[src/rtl/ir_display_pkg.sv]
// Shared definitions for the IR code display: mode and FSM encodings,
// NEC frame field positions, a hex-to-segment table and a checksum helper.
// Segment patterns are active-high gfedcba; the digit driver inverts them for common-anode parts.
package ir_display_pkg;

  typedef enum logic [1:0] {
    MODE_RAW      = 2'b00,
    MODE_ADDR_CMD = 2'b01,
    MODE_ERR_CNT  = 2'b10,
    MODE_HISTORY  = 2'b11
  } mode_e;

  typedef enum logic [1:0] {
    ST_IDLE   = 2'b00,
    ST_CHECK  = 2'b01,
    ST_COMMIT = 2'b10
  } state_e;

  // NEC frame layout: [31:24] addr, [23:16] ~addr, [15:8] cmd, [7:0] ~cmd
  localparam int NEC_ADDR_LSB  = 24;
  localparam int NEC_NADDR_LSB = 16;
  localparam int NEC_CMD_LSB   = 8;
  localparam int NEC_NCMD_LSB  = 0;

  // Active-high gfedcba patterns for 0..F (lower-case b and d)
  localparam logic [6:0] SEG_HEX [16] = '{
    7'h3F, 7'h06, 7'h5B, 7'h4F, 7'h66, 7'h6D, 7'h7D, 7'h07,
    7'h7F, 7'h6F, 7'h77, 7'h7C, 7'h39, 7'h5E, 7'h79, 7'h71
  };

  // A frame is valid when each byte is the bitwise complement of its partner.
  function automatic logic nec_ok(input logic [31:0] frame);
    logic addr_ok;
    logic cmd_ok;
    addr_ok = ((frame[NEC_ADDR_LSB +: 8] ^ frame[NEC_NADDR_LSB +: 8]) == 8'hFF);
    cmd_ok  = ((frame[NEC_CMD_LSB +: 8]  ^ frame[NEC_NCMD_LSB +: 8])  == 8'hFF);
    return addr_ok && cmd_ok;
  endfunction

endpackage

[src/rtl/ir_display_digit.sv]
// One seven-segment digit: hex nibble to gfedcba with blanking and output polarity.
// Latency: purely combinational (the top registers all digits together).
// Ports: nibble_i (value), blank_i (force all segments off), seg_o (gfedcba, polarity per COMMON_ANODE).
module ir_display_digit
  import ir_display_pkg::*;
#(
  parameter int COMMON_ANODE = 1
) (
  input  logic [3:0] nibble_i,
  input  logic       blank_i,
  output logic [6:0] seg_o
);

  logic [6:0] seg_on;

  always_comb begin
    seg_on = SEG_HEX[nibble_i];
    if (blank_i) begin
      seg_on = 7'h00;
    end
    seg_o = (COMMON_ANODE != 0) ? ~seg_on : seg_on;
  end

endmodule

[src/rtl/ir_code_display.sv]
// IR code capture/display: NEC checksum check, repeat filter, DEPTH-entry history, DIGITS-digit display.
// Latency: pulses two cycles after i_DATA_READY; o_COUNT/display one cycle later; mode change one cycle.
// No backpressure: a frame arriving while the FSM is busy is dropped and flagged on o_ERROR.
//
// Ports: i_CLOCK_POS clock; i_RESET_POS sync active-high reset; i_DATA_READY/i_DATA frame input;
//        i_MODE display mode; i_SELECT_STEP history index step; i_CLEAR flush history and counters;
//        o_SEVEN_SEGMENT digit k at [7k+6:7k]; o_FRAME_VALID/o_ERROR/o_REPEAT event pulses;
//        o_COUNT number of stored history entries.
// Build option: define IR_DISPLAY_LEADING_ZERO_BLANK_EN to blank leading zero digits (digit 0 always shown).
module ir_code_display
  import ir_display_pkg::*;
#(
  parameter int DIGITS         = 8,
  parameter int DEPTH          = 4,
  parameter int TIMEOUT_CYCLES = 100_000_000,
  parameter int COMMON_ANODE   = 1
) (
  input  logic                         i_CLOCK_POS,
  input  logic                         i_RESET_POS,
  input  logic                         i_DATA_READY,
  input  logic [31:0]                  i_DATA,
  input  logic [1:0]                   i_MODE,
  input  logic                         i_SELECT_STEP,
  input  logic                         i_CLEAR,
  output logic [7*DIGITS-1:0]          o_SEVEN_SEGMENT,
  output logic                         o_FRAME_VALID,
  output logic                         o_ERROR,
  output logic                         o_REPEAT,
  output logic [$clog2(DEPTH+1)-1:0]   o_COUNT
);

  localparam int PW = $clog2(DEPTH);
  localparam int CW = $clog2(DEPTH + 1);
  localparam int TW = (TIMEOUT_CYCLES > 1) ? $clog2(TIMEOUT_CYCLES) : 1;
  localparam logic [TW-1:0] TMO_LAST   = TW'(TIMEOUT_CYCLES - 1);
  localparam logic [CW-1:0] COUNT_FULL = CW'(DEPTH);
  localparam logic [6:0]    SEG_OFF    = (COMMON_ANODE != 0) ? 7'h7F : 7'h00;

  // ---------------------------------------------------------------- state
  state_e              state_q, state_d;
  logic [31:0]         frame_q, frame_d;
  logic                pass_q, pass_d;
  logic [31:0]         hist_q [DEPTH];
  logic [PW-1:0]       wr_ptr_q, wr_ptr_d;
  logic [CW-1:0]       count_q, count_d;
  logic [PW-1:0]       idx_q, idx_d;
  logic [15:0]         err_q, err_d;
  logic [TW-1:0]       tmo_cnt_q, tmo_cnt_d;
  logic                expired_q, expired_d;
  logic                ovr1_q, ovr1_d;
  logic                ovr2_q, ovr2_d;
  logic [7*DIGITS-1:0] seg_q, seg_d;

  // ---------------------------------------------------------------- commit decode
  logic          in_commit;
  logic          is_repeat;
  logic          do_push;
  logic          commit_fail;
  logic          ovr_err;
  logic [PW-1:0] newest_ptr;
  logic [PW-1:0] sel_ptr;
  logic [31:0]   newest_q;
  logic [16:0]   err_sum;
  logic [CW-1:0] idx_next;

  assign newest_ptr = wr_ptr_q - PW'(1);
  assign sel_ptr    = wr_ptr_q - PW'(1) - idx_q;
  assign newest_q   = hist_q[newest_ptr];

  // Clear and reset both kill the in-flight frame before any pulse is seen.
  assign in_commit   = (state_q == ST_COMMIT) && !i_CLEAR && !i_RESET_POS;
  assign is_repeat   = in_commit && pass_q && (count_q != '0) && !expired_q && (frame_q == newest_q);
  assign do_push     = in_commit && pass_q && !is_repeat;
  assign commit_fail = in_commit && !pass_q;
  // Overrun is reported two cycles after the dropped pulse, matching the frame path.
  assign ovr_err     = ovr2_q && !i_CLEAR && !i_RESET_POS;

  assign o_FRAME_VALID   = do_push;
  assign o_REPEAT        = is_repeat;
  assign o_ERROR         = commit_fail || ovr_err;
  assign o_COUNT         = count_q;
  assign o_SEVEN_SEGMENT = seg_q;

  // ---------------------------------------------------------------- FSM
  always_comb begin
    state_d = state_q;
    frame_d = frame_q;
    pass_d  = pass_q;
    case (state_q)
      ST_IDLE: begin
        if (i_DATA_READY) begin
          frame_d = i_DATA;
          state_d = ST_CHECK;
        end
      end
      ST_CHECK: begin
        pass_d  = nec_ok(frame_q);
        state_d = ST_COMMIT;
      end
      ST_COMMIT: begin
        state_d = ST_IDLE;
      end
      default: begin
        state_d = ST_IDLE;
      end
    endcase
  end

  // ---------------------------------------------------------------- history, counters, timeout
  always_comb begin
    wr_ptr_d  = wr_ptr_q;
    count_d   = count_q;
    idx_d     = idx_q;
    tmo_cnt_d = tmo_cnt_q;
    expired_d = expired_q;
    ovr1_d    = i_DATA_READY && (state_q != ST_IDLE) && !i_CLEAR;
    ovr2_d    = ovr1_q && !i_CLEAR;

    err_sum = {1'b0, err_q} + 17'(commit_fail) + 17'(ovr_err);
    err_d   = err_sum[16] ? 16'hFFFF : err_sum[15:0];

    if (!expired_q) begin
      if (tmo_cnt_q == TMO_LAST) begin
        expired_d = 1'b1;
      end else begin
        tmo_cnt_d = tmo_cnt_q + 1'b1;
      end
    end

    idx_next = CW'(idx_q) + CW'(1);
    if (i_SELECT_STEP && (count_q != '0)) begin
      idx_d = (idx_next >= count_q) ? '0 : idx_next[PW-1:0];
    end

    if (do_push || is_repeat) begin
      tmo_cnt_d = '0;
      expired_d = 1'b0;
    end

    if (do_push) begin
      wr_ptr_d = wr_ptr_q + 1'b1;
      count_d  = (count_q == COUNT_FULL) ? count_q : count_q + 1'b1;
      idx_d    = '0;
    end

    if (i_CLEAR) begin
      wr_ptr_d  = '0;
      count_d   = '0;
      idx_d     = '0;
      err_d     = '0;
      tmo_cnt_d = '0;
      expired_d = 1'b1;
    end
  end

  // ---------------------------------------------------------------- display word
  // Built from next-state values so the segment register tracks a commit
  // in the same edge; the history index uses its registered value, so a
  // step shows one cycle after the index moves.
  mode_e          mode;
  logic [31:0]    newest_d;
  logic [31:0]    entry_d;
  logic [31:0]    disp_word;
  logic           blank_all;
  logic [DIGITS-1:0] digit_blank;
`ifdef IR_DISPLAY_LEADING_ZERO_BLANK_EN
  logic           nonzero_above;
`endif

  always_comb begin
    mode     = mode_e'(i_MODE);
    newest_d = do_push ? frame_q : newest_q;
    entry_d  = do_push ? frame_q : hist_q[sel_ptr];
    case (mode)
      MODE_RAW:      disp_word = newest_d;
      MODE_ADDR_CMD: disp_word = {16'h0000, newest_d[NEC_ADDR_LSB +: 8], newest_d[NEC_CMD_LSB +: 8]};
      MODE_ERR_CNT:  disp_word = {16'h0000, err_d};
      MODE_HISTORY:  disp_word = entry_d;
      default:       disp_word = newest_d;
    endcase
    blank_all = ((mode != MODE_ERR_CNT) && (count_d == '0)) ||
                (((mode == MODE_RAW) || (mode == MODE_ADDR_CMD)) && expired_d);
  end

  always_comb begin
    digit_blank = {DIGITS{blank_all}};
`ifdef IR_DISPLAY_LEADING_ZERO_BLANK_EN
    // Walk down from the top digit; zeros are blanked until the first non-zero nibble.
    nonzero_above = 1'b0;
    for (int k = DIGITS - 1; k > 0; k--) begin
      nonzero_above = nonzero_above || (disp_word[4*k +: 4] != 4'h0);
      if (!nonzero_above) begin
        digit_blank[k] = 1'b1;
      end
    end
`endif
  end

  for (genvar k = 0; k < DIGITS; k++) begin : g_digit
    ir_display_digit #(
      .COMMON_ANODE (COMMON_ANODE)
    ) u_digit (
      .nibble_i (disp_word[4*k +: 4]),
      .blank_i  (digit_blank[k]),
      .seg_o    (seg_d[7*k +: 7])
    );
  end

  // ---------------------------------------------------------------- registers
  always_ff @(posedge i_CLOCK_POS) begin
    if (i_RESET_POS) begin
      state_q   <= ST_IDLE;
      frame_q   <= '0;
      pass_q    <= 1'b0;
      wr_ptr_q  <= '0;
      count_q   <= '0;
      idx_q     <= '0;
      err_q     <= '0;
      tmo_cnt_q <= '0;
      expired_q <= 1'b1;
      ovr1_q    <= 1'b0;
      ovr2_q    <= 1'b0;
      seg_q     <= {DIGITS{SEG_OFF}};
    end else begin
      state_q   <= state_d;
      frame_q   <= frame_d;
      pass_q    <= pass_d;
      wr_ptr_q  <= wr_ptr_d;
      count_q   <= count_d;
      idx_q     <= idx_d;
      err_q     <= err_d;
      tmo_cnt_q <= tmo_cnt_d;
      expired_q <= expired_d;
      ovr1_q    <= ovr1_d;
      ovr2_q    <= ovr2_d;
      seg_q     <= seg_d;
    end
  end

  // History storage needs no reset: entries are only read below o_COUNT.
  always_ff @(posedge i_CLOCK_POS) begin
    if (do_push) begin
      hist_q[wr_ptr_q] <= frame_q;
    end
  end

endmodule

[config.mk]
export PLATFORM = sky130hd
export DESIGN_NAME = ir_code_display
export DESIGN_NICKNAME = d
export VERILOG_FILES = /design/src/rtl/ir_display_pkg.sv /design/src/rtl/ir_display_digit.sv /design/src/rtl/ir_code_display.sv
export SDC_FILE = /design/constraint.sdc
export NUM_CORES = 1
export LEC_CHECK = 0
export BUFFER_PORTS_ARGS = -buffer_cell sky130_fd_sc_hd__buf_2
export CAP_MARGIN = 40
export CORE_ASPECT_RATIO = 0.75
export CORE_UTILIZATION = 50
export CTS_BUF_LIST = sky130_fd_sc_hd__clkbuf_16
export CTS_CLUSTER_DIAMETER = 80
export DETAILED_ROUTE_END_ITERATION = 10
export GPL_TIMING_DRIVEN = 0
export MAX_ROUTING_LAYER = met4
export PLACE_DENSITY = 0.69
export SYNTH_ARGS = -nofsm -noshare
export SYNTH_HDL_FRONTEND = slang
export SYNTH_SLANG_ARGS = --single-unit
[constraint.sdc]
create_clock -name i_CLOCK_POS -period 5.2 [get_ports i_CLOCK_POS]
set_input_delay 0 -clock i_CLOCK_POS [delete_from_list [all_inputs] [get_ports i_CLOCK_POS]]
set_output_delay 0 -clock i_CLOCK_POS [all_outputs]
set_load 0.05 [all_outputs]
==> metrics.txt, run 1 <==
total wire length slightly below 50 mm; ys async rst share 0%; Max Fanout on Critical Path 10; Setup CP Type reg -> reg; # clock sinks between 200 and 300; synthesized netlist cell count roughly 1,400; Final GP Congestion about 1.1; relative slew slack between 30% and 40%; Via Count 12,610; Die Footprint just over 30,000 um^2; cell total after placement roughly 1,900; Die Ht 151.4 um; Mapped Area between 10,000 and 15,000 um^2; sw frac roughly a quarter; part of the power in the clock network a little over two fifths; WP data required ~5.6 ns; period utilization between 90% and 100%; fmax 194.8 MHz; storage element area around 6700 um^2; Final Hold Fails 0; # H-tree levels 1; CP Capture Type register; met1 usage 46.18%; Slew Viols, Final 0; drt pass-1 iters 6; Starting Density 50.99%; Core ar. between 20,000 and 30,000 um^2; FILL cells approximately 2,400; layer with the highest usage met2; DR WL/cell 24.42 um; global-route total usage across every layer between 30 and 40%; vias in the first global route 11,710; Max VDD drop 0.2597 mV; Seq pwr share 47.6%; worst-skew pair later-pin latency 0.57 ns; FP Rows 54; worst min-delay path class in -> reg; yosys warns 0; largest net degree at the start of global routing 21; status complete, no violations; Pint between 3 and 4 mW; power density over cell area around 270 nW/um^2; ratio of cells with drive above 1 in the final layout 23.10%; # DRC 0; # Max-Cap Violations 0; register area share after synthesis a little under half; antenna violations before repair 0; Worst setup SP type register; synthesized area per cell about 11 um^2; I/O pin total about 100; count of cell types in the netlist a little under 80; CTS tree done; CP arrival roughly 5.6 ns; syn nets approximately 1,500; DR iter-0 viols approximately 1,500; port bufs slightly below 100; global-route wire length before repair about 73 mm; dpl hpwl between 30 and 40 mm; DR vias/cell between 6 and 7; clk buf depth 3; # diodes 0; clock period minus worst slack around 5.1 ns; Yosys reg bits 272; Worst Clk Skew roughly 0.021 ns; Hold Slack around 0.13 ns; setup ws final 0.06593 ns; Num CTS Buffers 28; die width between 200 and 250 um; pre-CTS WS -2.284 ns; Lkg Pwr between 6 and 7 nW; ANT nets after route 0; Combinational Power Share around 10%; final setup vio count 0; post-route insts no fill roughly 2,000; area of the multi-input gates between 7000 and 8000 um^2; Top FF cell, synth dfxtp_1; CTS root buf clkbuf_16; setup tns final 0 ns; Net Sw Power between 1 and 1.5 mW; met3 usage under 10%; Tightest Pin Transition between 0.9 and 1 ns; GRT Residual Overflow 0; number of enable flip-flop cells after synthesis between 100 and 150; Clock transition at path regs approximately 0.070 ns; nets roughly 1,700; met2 Use GR between 40% and 50%; P&R area growth vs syn 21.96%
layout make-up:
cell class,instances,share of cell area [%]
well taps,392,2.702
multi-input cells,1001,43.26
clock inverters,22,1.061
clock buffers,30,4.136
repair buffers,193,7.947
inverters,37,0.8478
plain buffers,90,2.971
flip-flops and latches,272,37.08
logic make-up (layout without fill, tap and decap cells):
kind of cell	count (synthesis)	after routing	synth area share, %
and+or+nand+nor	437	437	13.75
muxes	148	148	14.85
buffers and inverters	128	372	3.741
xor gates and xnor gates	85	85	5.002
DFF	272	272	45.19
AOI/OAI and AO/OA	269	269	12.20
adders and majority gates	62	62	5.262
worst paths after layout:
path | end | slack (ns) | depth (start not counted) | from
max | o_SEVEN_SEGMENT[3] | 0.07 | 25 | wr_ptr_q[0]
min | o_COUNT[2] | 0.13 | 3 | i_CLEAR
max reg2reg | o_SEVEN_SEGMENT[3] | 0.07 | 25 | wr_ptr_q[0]
min reg2reg | ovr2_q | 0.48 | 1 | ovr1_q
registers in the layout, summed over array words and instances, names as in the netlist:
register	flops
state_q	2
o_SEVEN_SEGMENT	56
ovr2_q	1
tmo_cnt_q	27
ovr1_q	1
err_q	16
idx_q	2
expired_q	1
hist_q	128
o_COUNT	3
frame_q	32
pass_q	1
wr_ptr_q	2
cell usage after synthesis, drive strengths merged (3+ instances only):
library cell | count | area (um^2)
a21o | 4 | 30.03
a21oi | 96 | 495.5
a221o | 7 | 70.07
a221oi | 4 | 41.29
a22oi | 19 | 156.4
a2bb2oi | 3 | 26.28
a31oi | 5 | 37.53
a32o | 5 | 50.05
a32oi | 9 | 86.34
and2 | 8 | 50.05
and3 | 14 | 87.58
and4 | 7 | 61.31
buf | 37 | 215.2
clkbuf | 54 | 202.7
dfxtp | 144 | 2883
edfxtp | 128 | 3844
ha | 61 | 763.2
inv | 36 | 135.1
mux2 | 23 | 259.0
mux2i | 69 | 690.7
mux4 | 56 | 1261
nand2 | 163 | 614.3
nand2b | 25 | 156.4
nand3 | 37 | 185.2
nand4 | 19 | 118.9
nor2 | 107 | 401.6
nor2b | 6 | 37.54
nor3 | 16 | 85.08
nor4 | 8 | 50.05
o2111ai | 3 | 26.28
o211ai | 17 | 127.6
o21ai | 44 | 220.2
o221ai | 21 | 183.9
o22ai | 11 | 68.82
o311ai | 3 | 26.28
or2 | 9 | 56.31
or3 | 6 | 37.54
xnor2 | 60 | 525.5
xor2 | 25 | 219.0
layout by cell type, fill, tap and decap left out, drive strengths merged, types with 12 or more instances in the layout:
master         n
buf          189
nand2        163
dfxtp        144
edfxtp       128
nor2         107
a21oi         96
clkbuf        84
mux2i         69
ha            61
xnor2         60
mux4          56
o21ai         44
inv           42
dlygate4sd3   39
nand3         37
nand2b        25
xor2          25
mux2          23
o221ai        21
nand4         19
a22oi         19
o211ai        17
nor3          16
and3          14
clkinv        12
layer usage:
metal | up-vias | wire, um
met2 | 706 | 20890
met5 | - | 0
met3 | 121 | 5971
met1 | 6160 | 21320
li1 | 5618 | -
met4 | 0 | 1560
worst max-delay path, stage by stage, from the launching register on:
cell	delay (ns)
dfxtp_4	0.40
buf_12	0.13
buf_16	0.11
buf_12	0.11
inv_4	0.04
ha_4	0.29
buf_12	0.13
buf_12	0.13
buf_12	0.13
buf_12	0.14
mux4_2	0.39
xnor2_1	0.17
nand3_1	0.16
nor3_4	0.29
nand4_1	0.12
buf_4	0.18
buf_4	0.13
buf_4	0.14
buf_2	0.20
inv_2	0.18
nand2_1	0.06
o21ai_0	0.09
a22o_1	0.26
buf_2	0.27
mux4_2	0.51
or2_1	0.21
metrics by stage:
stage	utilization (%)	cell area [um^2]	total power [mW]
6_report	62.19	18150	4.860
5_1_grt	62.19	18150	5.004
4_1_cts	60.70	17720	4.847
3_5_place_dp	54.99	16050	2.775
3_3_place_gp	54.38	15870	2.768
2_1_floorplan	-	14890	2.631
power groups by stage:
stage / Combinational, mW / Clock [mW] / Sequential, mW
after detailed placement: 0.419 / 0 / 2.36
after floorplan: 0.254 / 0 / 2.38
after CTS: 0.450 / 2.09 / 2.31
after global routing: 0.512 / 2.18 / 2.31
after global placement: 0.415 / 0 / 2.35
final: 0.476 / 2.07 / 2.31
repair_timing:
action	4_1_cts	5_1_grt
gates resized for setup	56	42
setup endpoints to repair	193	56
gates cloned	0	2
buffers inserted	16	27
hold buffers	39	0
endpoints found under the hold margin	35	0
pin swaps	8	15
Power figures use the tool's default switching activity.
==> run 2, diff against run 1 <==
--- a/config.mk
+++ b/config.mk
@@ -9,9 +9,9 @@
 export CAP_MARGIN = 40
 export CORE_ASPECT_RATIO = 0.75
+export CORE_MARGIN = 4
 export CORE_UTILIZATION = 50
 export CTS_BUF_LIST = sky130_fd_sc_hd__clkbuf_16
 export CTS_CLUSTER_DIAMETER = 80
 export DETAILED_ROUTE_END_ITERATION = 10
-export GPL_TIMING_DRIVEN = 0
 export MAX_ROUTING_LAYER = met4
 export PLACE_DENSITY = 0.69
==> constraint.sdc (replaced) <==
create_clock -name i_CLOCK_POS -period 5.2 [get_ports i_CLOCK_POS]
set_input_delay 0.26 -clock i_CLOCK_POS [delete_from_list [all_inputs] [get_ports i_CLOCK_POS]]
set_output_delay 0.26 -clock i_CLOCK_POS [all_outputs]
set_load 0.05 [all_outputs]
==> run 2 against run 1 <==
Compared with the run above: clock power fell by 4%; worst setup slack improved by 0.19 ns; power fell by 2.4%; critical path depth fell by 8; via count fell by 6.6%; clock skew barely moved; final cell count fell by 5.0%; core utilization fell by 3.3 points; register-to-register slack improved by 0.19 ns; sequential share of layout area rose by 2.1 points; first-iteration DRC count fell by 15%; critical path type unchanged; largest power group unchanged; highest routed layer unchanged.
==> metrics.txt, run 2 (synthesis results as in run 1) <==
status complete, no violations; fmax a little over 200 MHz; Net Sw Power 1.177 mW; drt pass-1 iters 8; CTS root buf clkbuf_16; Lkg Pwr between 6 and 7 nW; ratio of cells with drive above 1 in the final layout slightly below 20%; CTS tree done; FILL cells about 2,400; Slew Viols, Final 0; FP Rows between 50 and 60; Placed Area roughly 16,000 um^2; final core utilization 58.88%; worst min-delay path class in -> reg; Starting Density 50.99%; CP Capture Type register; vias in the first global route approximately 11,000; final setup vio count 0; DR vias/cell about 6.1; antenna violations before repair 0; fin area ~17,000 um^2; Clock transition at path regs about 0.070 ns; Combinational Power Share 9.2%; DR iter-0 viols 1,246; global-route total usage across every layer a little over a quarter; # diodes 0; # DRC 0; nets 1,623; clock period minus worst slack 4.944 ns; GRT Residual Overflow 0; power density over cell area roughly 280 nW/um^2; Core ar. 29,190 um^2; I/O pin total just over 100; most frequent cells in the layout nand2_1, dfxtp_1, edfxtp_1; global-route wire length before repair between 60 and 70 mm; CP arrival approximately 5.4 ns; Worst setup SP type register; Via Count 11,770; cell total after placement between 1,500 and 2,000; post-route insts no fill 1,936; # H-tree levels 1; Setup CP Type reg -> reg; ANT nets after route 0; Seq pwr share approximately half; Pint between 3 and 4 mW; dpl hpwl between 30 and 40 mm; Overall Power 4.744 mW; Tightest Pin Transition between 0.9 and 1 ns; Final Hold Fails 0; clk buf depth 3; total wire length roughly 43 mm; flop-to-flop setup slack 0.26 ns; max reg flops ~130; P&R area growth vs syn 15.47%; port bufs 100; Worst Clk Skew about 0.021 ns; worst-skew pair later-pin latency approximately 0.57 ns; die width 207.2 um; Num CTS Buffers 28; Hold Slack about 0.13 ns; largest net degree at the start of global routing 53; Max Fanout on Critical Path 22; DR WL/cell around 22 um; Max VDD drop 0.2785 mV; Final GP Congestion about 1.0; relative slew slack approximately a third; # clock sinks 272; part of the power in the clock network 42.0%; Die Footprint about 33,000 um^2; largest register by flop count hist_q; WP data required between 5 and 6 ns; commonest non-fill, non-tap cell in the layout nand2_1; Die Ht ~160 um; period utilization a little over nine tenths; sw frac between 20% and 30%; # Max-Cap Violations 0
[run 2: changes by cell type in the layout (fill, tap and decap cells not counted), sizes merged]
cell           change
clkinv             +2
clkinvlp           -2
clkdlybuf4s15      -1
dlygate4sd3        -6
buf               -40
clkbuf            -56
inv                +2
[run 2: worst paths after layout]
kind	from	to	cells past startpoint
min	i_SELECT_STEP	idx_q[0]	4
min reg2reg	ovr1_q	ovr2_q	1
max reg2reg	wr_ptr_q[1]	o_SEVEN_SEGMENT[3]	17
max	wr_ptr_q[1]	o_SEVEN_SEGMENT[3]	17
[run 2: final cells by class]
cell class	instances	area, um^2	area share (%)
multi-input cells	1001	7650	44.51
inverters	37	138.9	0.8081
well taps	392	490.5	2.854
clock inverters	24	203.9	1.187
repair buffers	182	1275	7.418
flip-flops and latches	272	6728	39.15
clock buffers	28	700.7	4.077
[run 2: through the flow]
stage | setup TNS, ns | setup slack (ns)
after detailed placement | 0 | 0.2682
final | 0 | 0.2561
after CTS | 0 | 0.2446
after global routing | -0.001554 | -0.001554
after floorplan | 0 | 0.05551
after global placement | 0 | 0.4060
[run 2: routing by layer]
metal  GRT usage (%)  part of all wire, %  up-vias
met5               -                    0        -
met4           7.520                  2.8        0
met3           6.974                   10      103
met2           40.44                   44      624
met1           36.29                   43     5639
li1                -                    -     5406
[run 2: critical path, stage by stage, from the launching register on]
cell	delay (ns)
dfxtp_1	0.39
inv_1	0.09
ha_1	0.45
buf_12	0.24
buf_4	0.22
o21ai_0	0.11
or4_4	0.57
a2111oi_2	0.32
nand4_1	0.18
nand2_2	0.13
inv_2	0.06
a211oi_1	0.24
a21oi_1	0.16
a221oi_4	0.51
inv_1	0.17
ha_1	0.28
mux4_2	0.47
or2_1	0.22
[run 2: what timing repair did]
action / in CTS / in global routing
setup endpoints to repair: 0 / 6
buffers inserted: 0 / 2
endpoints found under the hold margin: 33 / 0
resized for setup: 0 / 3
hold buffers: 33 / 0
[run 2: power by group through the flow]
stage / sequential (mW) / clock, mW / combinational [mW]
6_report: 2.32 / 1.99 / 0.434
5_1_grt: 2.32 / 2.12 / 0.471
4_1_cts: 2.32 / 2.03 / 0.428
3_5_place_dp: 2.36 / 0 / 0.406
3_3_place_gp: 2.36 / 0 / 0.396
2_1_floorplan: 2.38 / 0 / 0.254
